<file path="config.mk">
export PLATFORM = sky130hd
export DESIGN_NAME = multdiv_seq
export DESIGN_NICKNAME = d
export VERILOG_FILES = /design/src/rtl/multdiv_seq.sv
export SDC_FILE = /design/constraint.sdc
export NUM_CORES = 1
export LEC_CHECK = 0
export CORE_UTILIZATION = 55
export CTS_BUF_LIST = sky130_fd_sc_hd__clkbuf_4 sky130_fd_sc_hd__clkbuf_8 sky130_fd_sc_hd__clkbuf_16
export DETAILED_ROUTE_END_ITERATION = 6
export PLACE_DENSITY = 0.76
export SLEW_MARGIN = 10
export SYNTH_ARGS = -nofsm -noshare
export SYNTH_HDL_FRONTEND = slang
export SYNTH_SLANG_ARGS = --single-unit
</file>
<file path="constraint.sdc">
create_clock -name clk -period 5.2 [get_ports clk]
set_clock_uncertainty 0.05 [all_clocks]
set_input_delay 0.78 -clock clk [delete_from_list [all_inputs] [get_ports clk]]
set_output_delay 0.78 -clock clk [all_outputs]
set_load 0.01 [all_outputs]
</file>
<file path="src/rtl/multdiv_seq.sv">
// Iterative signed multiply (radix-2 Booth) / divide (restoring) unit, WIDTH steps per op.
// Optional MULTDIV_EARLY_DIV0_EN: divide-by-zero completes on the start edge.
module multdiv_seq #(
    parameter int WIDTH = 32,
    parameter int CNT_W = 6
) (
    input  logic             clk,
    input  logic             clr,
    input  logic             ctrl_MULT,
    input  logic             ctrl_DIV,
    input  logic [WIDTH-1:0] data_operandA,
    input  logic [WIDTH-1:0] data_operandB,
    output logic [WIDTH-1:0] data_result,
    output logic             data_exception,
    output logic             data_resultRDY,
    output logic             busy
);

    typedef enum logic [1:0] {IDLE, MULT, DIV, DONE} state_t;

    state_t             state, state_nx;
    logic [CNT_W-1:0]   cnt;
    logic               cnt_en, cnt_clr, start, last, early_div0;
    logic [WIDTH:0]     acc, m, acc_nx, booth_sum, div_sh;
    logic [WIDTH-1:0]   q, q_nx, a_abs, b_abs, fin_result;
    logic               qm1, qm1_nx, neg_q, b_zero, fin_exc;
    logic [2*WIDTH-1:0] product;
    logic [WIDTH:0]     prod_top;

    assign start = ctrl_MULT | ctrl_DIV;
    assign last  = (cnt == CNT_W'(WIDTH - 1));

`ifdef MULTDIV_EARLY_DIV0_EN
    assign early_div0 = ctrl_DIV & ~ctrl_MULT & (data_operandB == '0);
`else
    assign early_div0 = 1'b0;
`endif

    assign data_resultRDY = (state == DONE);
    assign busy           = (state == MULT) || (state == DIV);

    always_ff @(posedge clk) begin
        if (!clr) state <= IDLE;
        else      state <= state_nx;
    end

    // A start pulse is honoured in every state and restarts the sequence.
    always_comb begin
        state_nx = state;
        cnt_en   = 1'b0;
        cnt_clr  = 1'b0;
        if (start) begin
            cnt_clr  = 1'b1;
            state_nx = ctrl_MULT ? MULT : (early_div0 ? DONE : DIV);
        end else begin
            case (state)
                MULT, DIV: begin
                    cnt_en = 1'b1;
                    if (last) state_nx = DONE;
                end
                DONE:    state_nx = IDLE;
                default: state_nx = state;
            endcase
        end
    end

    always_ff @(posedge clk) begin
        if (!clr)         cnt <= '0;
        else if (cnt_clr) cnt <= '0;
        else if (cnt_en)  cnt <= cnt + 1'b1;
    end

    always_comb begin
        a_abs = data_operandA[WIDTH-1] ? -data_operandA : data_operandA;
        b_abs = data_operandB[WIDTH-1] ? -data_operandB : data_operandB;

        case ({q[0], qm1})
            2'b01:   booth_sum = acc + m;
            2'b10:   booth_sum = acc - m;
            default: booth_sum = acc;
        endcase
        div_sh = {acc[WIDTH-1:0], q[WIDTH-1]};

        acc_nx = acc;
        q_nx   = q;
        qm1_nx = qm1;
        if (state == MULT) begin
            acc_nx = {booth_sum[WIDTH], booth_sum[WIDTH:1]};
            q_nx   = {booth_sum[0], q[WIDTH-1:1]};
            qm1_nx = q[0];
        end else if (state == DIV) begin
            if (div_sh >= m) begin
                acc_nx = div_sh - m;
                q_nx   = {q[WIDTH-2:0], 1'b1};
            end else begin
                acc_nx = div_sh;
                q_nx   = {q[WIDTH-2:0], 1'b0};
            end
        end

        // Final value is taken from the step performed on the last edge.
        product  = {acc_nx[WIDTH-1:0], q_nx};
        prod_top = product[2*WIDTH-1:WIDTH-1];
        if (state == MULT) begin
            fin_result = product[WIDTH-1:0];
            fin_exc    = !((prod_top == '0) || (prod_top == '1));
        end else if (b_zero) begin
            fin_result = '0;
            fin_exc    = 1'b1;
        end else begin
            fin_result = (neg_q && (q_nx != '0)) ? -q_nx : q_nx;
            fin_exc    = 1'b0;
        end
    end

    always_ff @(posedge clk) begin
        if (!clr) begin
            acc            <= '0;
            m              <= '0;
            q              <= '0;
            qm1            <= 1'b0;
            neg_q          <= 1'b0;
            b_zero         <= 1'b0;
            data_result    <= '0;
            data_exception <= 1'b0;
        end else if (start) begin
            acc    <= '0;
            qm1    <= 1'b0;
            neg_q  <= data_operandA[WIDTH-1] ^ data_operandB[WIDTH-1];
            b_zero <= (data_operandB == '0);
            if (ctrl_MULT) begin
                m <= {data_operandA[WIDTH-1], data_operandA};
                q <= data_operandB;
            end else begin
                m <= {1'b0, b_abs};
                q <= a_abs;
            end
            if (early_div0) begin
                data_result    <= '0;
                data_exception <= 1'b1;
            end
        end else if (busy) begin
            acc <= acc_nx;
            q   <= q_nx;
            qm1 <= qm1_nx;
            if (last) begin
                data_result    <= fin_result;
                data_exception <= fin_exc;
            end
        end
    end

endmodule

</file>
-- After elaboration in Yosys (flattened, before gate mapping)
Index checks and enable logic that the tools add are counted.
- add/sub/neg operators: 7
- magnitude comparators: 1
- eq/ne operators: 8
- multiplexer cells: 25
- bitwise logic cells: 4
- reduce and logical (&&, ||, !) cells: 17
- operators with widths (cell ; number):
    $mux 32 ; 10
    $mux 33 ; 4
    $neg 32->32 ; 3
    $pmux 33 s2 ; 1
    $sub 33x33->33 ; 2
    $add 33x33->33 ; 1
    $eq 33x33->1 const B ; 1
    $ge 33x33->1 ; 1
    $logic_not 33->1 ; 1
    $logic_not 32->1 ; 1
    $reduce_bool 32->1 ; 1
    $add 6x1->6 const B ; 1
    $eq 2x2->1 const B ; 3
    $eq 6x5->1 const B ; 1
    $mux 1 ; 6
    $mux 2 ; 3
    $reduce_and 2->1 ; 3
    $reduce_or 2->1 ; 3
    $eq 2x1->1 const B ; 2
    $pmux 2 s2 ; 1
    $reduce_bool 2->1 ; 2
    $ne 3x3->1 const B ; 1
    $reduce_and 3->1 ; 1
    $reduce_bool 3->1 ; 1
    other kinds (6) ; 8
- register bits after elaboration: 142
- input bits: 68
- output and inout port bits: 35
- word-level logic and storage cells: 73

-- Logic depth before layout (Yosys ltp)
Gate-level depths: netlist of the first run.
- word-level depth: 9
- gate-level depth with buffers: 23
- depth with buffers taken out: 20

-- Least setup slack after synthesis of the first run
Ideal clock, no wire load.
- kind: reg-to-reg
- from: register state[1]
- to: register data_result[22]
- arrival: 5.230 ns
- data required time: 5.032 ns
- slack: -0.198 ns
- cell stages (with the launch flop): 24
- path buffers: 8
- clock period less this slack: 5.398 ns
- path through: dfxtp_1 > inv_1 > ha_1 > clkbuf_1 > clkbuf_1 > clkbuf_1 > buf_2 > buf_1 > clkbuf_1 > clkbuf_1 > a211oi_1 > a21oi_1 > ha_1 > nor4b_1 > nor4bb_1 > nor2b_1 > nand2_1 > o21ai_1 > nand2b_1 > buf_2 > a21oi_1 > xnor2_1 > a22oi_1 > nor2b_1
- cells in the longest elaborated chain, start to end: 8
- RTL lines (item ; line ; source):
    start, declared ; 21 ; state_t state, state_nx;
    start signal, assigned ; 44 ; else state <= state_nx;
    branches (longest 8 deep; another with $neg 32->32) ; -- ;
    end signal, assigned ; 147 ; data_result <= fin_result;
    end, declared ; 13 ; output logic [WIDTH-1:0] data_result,
Parallel ways; which one is timed is not known.
A chain may end at the register's enable or synchronous reset.

-- Final worst setup path of the first run
- from: register m[2]
- to: register data_exception
- cells in the longest elaborated chain, start to end: 8
- RTL lines (item ; line ; source):
    start, declared ; 24 ; logic [WIDTH:0] acc, m, acc_nx, booth_sum, div_sh;
    start signal, assigned ; 132 ; m <= {data_operandA[WIDTH-1], data_operandA};
    start signal, assigned ; 135 ; m <= {1'b0, b_abs};
    $sub 33x33->33 / $ge 33x33->1 (equally long branches) ; 93, 92 ;
    $mux 33 ; 92 ; if (div_sh >= m) begin
    $mux 33 ; 91 ; end else if (state == DIV) begin
    $mux 33 (*) ; 87 ; if (state == MULT) begin
    $eq 33x33->1 / $logic_not 33->1 (equally long branches) ; 106 ; fin_exc = !((prod_top == '0) || (prod_top == '1));
    $logic_or 1x1->1 (*) ; 106 ;
    $logic_not 1->1 (*) ; 106 ;
    $mux 1 (*) ; 104 ; if (state == MULT) begin
    end signal, assigned ; 148 ; data_exception <= fin_exc;
    end, declared ; 14 ; output logic data_exception,
Every way passes the cells marked *; elsewhere a longest branch is shown, timed or not. The select of a mux whose other input is x is not followed.

==> results of run 1 <==
routing by layer:
layer  track usage (%)  share of wire, %  up-vias
met3              6.30               7.6      155
met5                 0             0.022        -
met4              22.9               5.8        2
li1                  -                 -     7602
met2              63.8                46      761
met1              49.5                41     7580
power by group through the flow:
stage	clock network, uW	registers (uW)	logic, uW
floorplan	0	1200	1030
global placement	0	1210	1470
detailed placement	0	1210	1490
CTS	1360	1190	1500
global route	1400	1200	1670
finish	1360	1190	1550
cell type report:
type                       count  area [um^2]
sequential                   142         2840
timing repair buffer         187         1650
clock buffer                  18          439
inverter                      66          248
fill                        2312         9150
clock inverter                14          186
multi-input combinational   1700        11100
antenna                        1         2.50
tap                          335          419
worst max-delay path, stage by stage, from the launching register on:
cell	delay (ns)
dfxtp_1	0.34
or3_1	0.42
nor3b_1	0.22
buf_4	0.17
and2_1	0.15
a21oi_1	0.08
xnor2_1	0.39
ha_1	0.40
a21oi_1	0.24
o21ai_0	0.18
a21o_1	0.24
and3_1	0.19
a211o_1	0.33
a31oi_1	0.22
xor2_1	0.09
a221o_1	0.41
or3_1	0.34
o41ai_2	0.32
a211oi_1	0.12
sequential cells by signal, summed over array words and instances, names as in the netlist, 2 cells and up:
| name | count |
|---|---|
| q | 32 |
| cnt | 6 |
| m | 33 |
| acc | 33 |
| data_result | 32 |
| state | 2 |
synth_stat cells (35+ instances only):
library cell	count
a21oi_1	219
nor2_1	190
nand2_1	187
dfxtp_1	142
a211oi_1	108
clkbuf_1	105
nor2b_1	93
xnor2_1	86
xor2_1	85
o21ai_0	83
ha_1	74
inv_1	64
mux2i_1	51
nand3_1	35
through the flow:
step / hold WS, ns / power (uW) / instance area, um^2 / setup WS [ns] / std cells
floorplan: 0.409 / 2220 / 14600 / 0.00624 / 2042
global placement: 0.387 / 2680 / 16200 / 0.0691 / 2430
detailed placement: 0.389 / 2700 / 16200 / 0.0144 / 2430
CTS: 0.398 / 4050 / 16800 / 0.00417 / 2462
global route: 0.436 / 4270 / 16900 / -0.0385 / 2462
finish: 0.394 / 4110 / 16900 / 0.171 / 2463
how the worst max path moves through the flow:
stage / slack, ns / start / end
floorplan: 0.006 / state[1] / data_result[22]
global placement: 0.07 / m[2] / data_exception
detailed placement: 0.01 / m[2] / data_exception
CTS: 0.004 / m[2] / data_exception
global route: -0.04 / m[2] / data_exception
finish: 0.17 / m[2] / data_exception
kinds of logic after synthesis:
group,after synthesis
simple gates,714
compound gates,679
buf+inv,200
xor+xnor,171
flops,142
fa+ha+maj,76
mux,60
repair_timing:
| item | in CTS | in global routing |
|---|---|---|
| gates resized for setup | 1 | 25 |
| setup endpoints to repair | 1 | 16 |
| hold buffers | 0 | 0 |
==> impl_metrics.csv, run 1 <==
group,metric,value,unit
timing,slew_headroom,29.8,%
route,drc,0,
clock_network,cts_root_buf,"clkbuf_16",
clock_network,htreeDepth,4,
floorplan,rows,59,
timing,worstMarginPinSlew,1.05,ns
synthesis,synth.avg_cell_area,7.16,um^2
clock_network,cts_setup_buffers,0,
route,wire_per_inst,21.9,um
power,switching_share,39.7,%
global_routing,grt_pass1_wl,82700,um
setup_path,r2r-start,"m[2]",
power,internal-power,2480,uW
floorplan,start_util,56.1,%
timing,hold_viol,0,
synthesis,async_flop_share,0,%
cells_and_area,nets,2258,
synthesis,synth-seq-area-share,19.4,%
setup_path,crit_required,5.47,ns
synthesis,synth_top_area_share,19.4,%
synthesis,ys_warn_count,0,
floorplan,die-area,27200,um^2
worst_hold_path,hp-start,"data_result[29]",
synthesis,synthSimpleGateAreaFrac,24.2,%
route,drt_iter0_drc,1615,
clock_network,worstSkewPairLatency,0.45,ns
global_routing,grtUsageTotal,39.5,%
power,seqPwrFrac,29.0,%
floorplan,die_w,165,um
clock_network,path_clk_slew,0.07,ns
worst_hold_path,min_path_cells,2,
global_routing,grt_antenna_before_repair,2,
cells_and_area,mostFrequentLayoutCell,"a21oi_1",
power,p_per_area,243,nW/um^2
power,p_clk_share,33.1,%
setup_path,r2r_cells,18,
synthesis,synth_mux_area_share,4.19,%
setup_path,worstPathArrival,5.30,ns
setup_path,r2r-end,"data_exception",
setup_path,rrSetupSlack,0.17,ns
synthesis,ys_dominant_reg_cell,"dfxtp_1",
power,p_switching,1630,uW
route,ant_nets,0,
setup_path,worst_setup_path_start_kind,"flip-flop",
route,vias,16100,
power,ir_drop,0.000213,V
synthesis,synth_compound_area_share,29.9,%
placed_design,dp_hpwl,41300,um
cells_and_area,layout-drive-gt1-share,8.32,%
floorplan,io_pins,103,
clock_network,cts_tree,"done",
placed_design,gp_congestion,1.00,
cells_and_area,final_cell_mix,"217 x a21oi_1, 189 x nor2_1, 187 x nand2_1",
global_routing,grt_start_max_net_pins,102,
status,status,"completed",
synthesis,synth_area_leaders,"dfxtp_1 19%, a21oi_1 7.5%, ha_1 6.3%, a211oi_1 5.5%, xnor2_1 5.2%",
synthesis,synth_xor_area_share,10.2,%
route,first_pass_iters,6,
run,cap_violations,0,
cells_and_area,fin_util,64.9,%
setup_path,critPathCaptureType,"flip-flop",
synthesis,synth_top_area_cell,"dfxtp_1",
timing,period_share,96.7,%
power,p_leak,0.00650,uW
floorplan,dieHeight,165,um
clock_network,cts_sinks,142,
cells_and_area,areaGrowthSynthToFinish,15.7,%
placed_design,portBuffers,102,
setup_path,cp_max_fo,6,
setup_path,worstSetupPathType,"flip-flop to flip-flop",
worst_hold_path,hold_end,"data_result[29]",
global_routing,grt_pass1_vias,14940,
synthesis,syn_area,14600,um^2
synthesis,synth_fp_nets,2186,
synthesis,synth_edf_count,0,
timing,fin_tns_setup,0,ns
synthesis,synth_top_family_by_area,"compound AO/OA/AOI/OAI gates",
timing,setup_viol,0,
route,viasPerCell,6.54,
synthesis,ys_ff_latch,142,
worst_hold_path,min_path_type,"flip-flop to flip-flop",
timing,fmax,199,MHz
synthesis,syn_inst,2042,
timing,grt_setup_unrepaired,"yes",
floorplan,core_area,26100,um^2
clock_network,cts_buffers,17,
clock_network,cts_max_path_buffers,2,
route,routed_wirelength,53900,um
synthesis,yosys.area_share.adder,6.61,%
timing,finalMaxSlewViolations,0,
timing,post-route-min-period,5.03,ns
synthesis,ys_types,86,
power,power_frac_comb,37.8,%
global_routing,overflow,0,
(Power assumes the default switching activity.)
==> run 2: changes to the inputs <==
--- a/config.mk
+++ b/config.mk
@@ -5,10 +5,11 @@
 export SDC_FILE = /design/constraint.sdc
 export NUM_CORES = 1
 export LEC_CHECK = 0
-export CORE_UTILIZATION = 55
+export ABC_AREA = 1
+export CORE_UTILIZATION = 56
 export CTS_BUF_LIST = sky130_fd_sc_hd__clkbuf_4 sky130_fd_sc_hd__clkbuf_8 sky130_fd_sc_hd__clkbuf_16
 export DETAILED_ROUTE_END_ITERATION = 6
-export PLACE_DENSITY = 0.76
+export PLACE_DENSITY = 0.77
 export SLEW_MARGIN = 10
 export SYNTH_ARGS = -nofsm -noshare
 export SYNTH_HDL_FRONTEND = slang
==> impl_metrics.csv, run 2 <==
group,metric,value,unit
clock_network,ctsHoldBuffers,0,
global_routing,grtUsageTotal,48.0,%
power,p_per_area,259,nW/um^2
route,routed_wirelength,70900,um
timing,fmax,200,MHz
floorplan,io_pins,103,
placed_design,postPlaceCellArea,17900,um^2
synthesis,synth-seq-area-share,17.5,%
global_routing,grt_start_max_net_pins,97,
synthesis,ys_warn_count,0,
cells_and_area,final_cell_mix,"895 x nand2_1, 409 x inv_1, 246 x nor2_1",
cells_and_area,layout-drive-gt1-share,6.76,%
synthesis,ys_dominant_reg_cell,"dfxtp_1",
route,ant_nets,0,
global_routing,overflow,0,
synthesis,synth_top_area_share,20.7,%
clock_network,path_clk_slew,0.08,ns
setup_path,crit_required,5.47,ns
synthesis,syn_area,16300,um^2
synthesis,ys_top_cells_by_count,"896 x nand2_1, 411 x inv_1, 252 x nor2_1, 239 x nand3_1, 221 x a21oi_1",
power,ir_drop,0.000315,V
route,viasPerCell,6.12,
setup_path,cp_max_fo,5,
timing,layout_setup_ws,0.210,ns
synthesis,synth_edf_count,0,
synthesis,synth.avg_cell_area,5.58,um^2
setup_path,worst_setup_path_start_kind,"flip-flop",
synthesis,ys_ff_latch,142,
setup_path,cpLargestDelayFamily,"simple AND/OR/NAND/NOR gates",
timing,worstMarginPinSlew,1.19,ns
synthesis,synth.most_common_cell,"nand2_1",
placed_design,dp_hpwl,54200,um
placed_design,pre_cts_slack,0.294,ns
cells_and_area,fin_util,64.8,%
synthesis,synth_area_leaders,"nand2_1 21%, dfxtp_1 17%, inv_1 9.5%, nand3_1 7.4%, a21oi_1 6.8%",
synthesis,synth_top_area_cell,"nand2_1",
global_routing,grt_antenna_before_repair,2,
cells_and_area,nets,3149,
route,vias,20819,
timing,setup_viol,0,
cells_and_area,top_regs,"acc: 33 flops, m: 33 flops",
timing,finalMaxSlewViolations,0,
floorplan,dieHeight,172,um
run,cap_violations,0,
clock_network,cts_tree,"done",
timing,post-route-min-period,4.99,ns
route,wire_per_inst,20.8,um
synthesis,synth_fp_nets,3056,
synthesis,ys_types,62,
clock_network,cts_buffers,17,
setup_path,critPathSlowestCell,"a21oi_1",
worst_hold_path,min_path_type,"flip-flop to flip-flop",
setup_path,critical_path.n_buffers_inverters,2,
setup_path,worstPathArrival,5.26,ns
placed_design,portBuffers,102,
setup_path,critPathCaptureType,"flip-flop",
placed_design,gp_congestion,1.12,
cells_and_area,mostFrequentLayoutCell,"nand2_1",
clock_network,htreeDepth,4,
clock_network,cts_max_path_buffers,2,
power,p_leak,0.00897,uW
clock_network,cts_root_buf,"clkbuf_16",
floorplan,core_area,28600,um^2
status,status,"completed",
timing,fin_tns_setup,0,ns
timing,slew_headroom,20.2,%
route,drc,0,
route,drt_iter0_drc,2990,
cells_and_area,multi_input_area,11400,um^2
cells_and_area,areaGrowthSynthToFinish,14.1,%
floorplan,rows,62,
clock_network,worstSkewPairLatency,0.46,ns
floorplan,start_util,56.8,%
global_routing,grt_pass1_vias,18925,
setup_path,worstSetupPathType,"flip-flop to flip-flop",
floorplan,die-area,29700,um^2
floorplan,die_w,172,um
clock_network,cts_sinks,142,
cells_and_area,fill_cells,2761,
route,first_pass_iters,6,
timing,period_share,96.0,%
timing,hold_viol,0,
cells_and_area,finish.instance_area,18600,um^2
synthesis,syn_inst,2912,
synthesis,async_flop_share,0,%
setup_path,critPathMaxStageDelay,0.43,ns
global_routing,grt_pass1_wl,106000,um
cells_and_area,regArea,2840,um^2
==> run 2: cell types whose count changed in the layout (fill, tap and decap cells not counted), sizes merged, moves of 27 or more <==
cell,change
nand3,+209
mux2i,-51
xnor2,-59
nor2,+70
xor2,-39
o31ai,-27
inv,+350
o21ai,+59
a211oi,-103
nor2b,-93
or3,-28
nand2,+720
==> run 2: path summary, 6_finish.rpt <==
path	to	from	cells past startpoint	slack [ns]
min	data_result[27]	data_result[27]	2	0.42
min reg2reg	data_result[27]	data_result[27]	2	0.42
max	data_exception	m[1]	25	0.21
max reg2reg	data_exception	m[1]	25	0.21
==> run 2: area by class of cell <==
class / instances / area share, %
sequential: 142 / 15.3
antenna: 2 / 0.0270
inverter: 421 / 8.54
multi-input combinational: 2242 / 61.6
clock inverter: 15 / 0.917
clock buffer: 17 / 2.29
tap: 384 / 2.59
timing repair buffer: 181 / 8.74
==> run 2: stage by stage <==
stage / hold slack, ns / std cells / power [uW]
after detailed placement: 0.407 / 3367 / 3390
after floorplan: 0.390 / 2912 / 2700
after CTS: 0.419 / 3399 / 4650
after global placement: 0.403 / 3367 / 3360
final: 0.419 / 3404 / 4810
after global routing: 0.429 / 3402 / 5020
==> run 2: report_power, final <==
group,internal (uW),switching [uW],leakage [uW]
clock,687,606,0.000293
sequential,1140,79.2,0.00116
combinational,701,1590,0.00752
total,2530,2280,0.00897
==> run 2: worst register-to-register path, stage by stage (launching register included) <==
cell and delay [ns]:
dfxtp_1 0.36, inv_1 0.11, ha_1 0.17, nand2_1 0.06
nor2_1 0.13, nand3_1 0.13, nor3_2 0.24, nand3_1 0.18
o21ai_0 0.23, xor2_1 0.37, ha_1 0.37, nand2_1 0.25
o21ai_0 0.23, a21oi_1 0.16, o21ai_0 0.13, buf_4 0.17
a21oi_1 0.44, nor2_1 0.08, a21oi_1 0.12, nand2_1 0.06
nor2_1 0.23, nand2_1 0.12, nor2_1 0.19, nand3_1 0.11
nand3_1 0.10, a21oi_1 0.08
==> run 2: layer usage <==
| layer | track usage (%) | part of all wire, % | vias up |
|---|---|---|---|
| li1 | - | - | 9621 |
| met3 | 14.2 | 12 | 460 |
| met5 | 0 | 0.032 | - |
| met4 | 43.7 | 10 | 4 |
| met2 | 74.2 | 43 | 1447 |
| met1 | 53.2 | 35 | 9287 |
==> run 2: cell families after synthesis <==
| group | share of synthesized area [%] |
|---|---|
| AO/OA/AOI/OAI | 18.3 |
| XOR/XNOR | 3.93 |
| adder cells (fa/ha/maj) | 5.94 |
| buffers and inverters | 12.9 |
| flip-flops | 17.5 |
| AND/OR/NAND/NOR | 41.5 |
==> run 2: what timing repair did <==
item | 4_1_cts | 5_1_grt
endpoints found under the setup margin | 0 | 3
buffers inserted | 0 | 3
resized for setup | 0 | 17
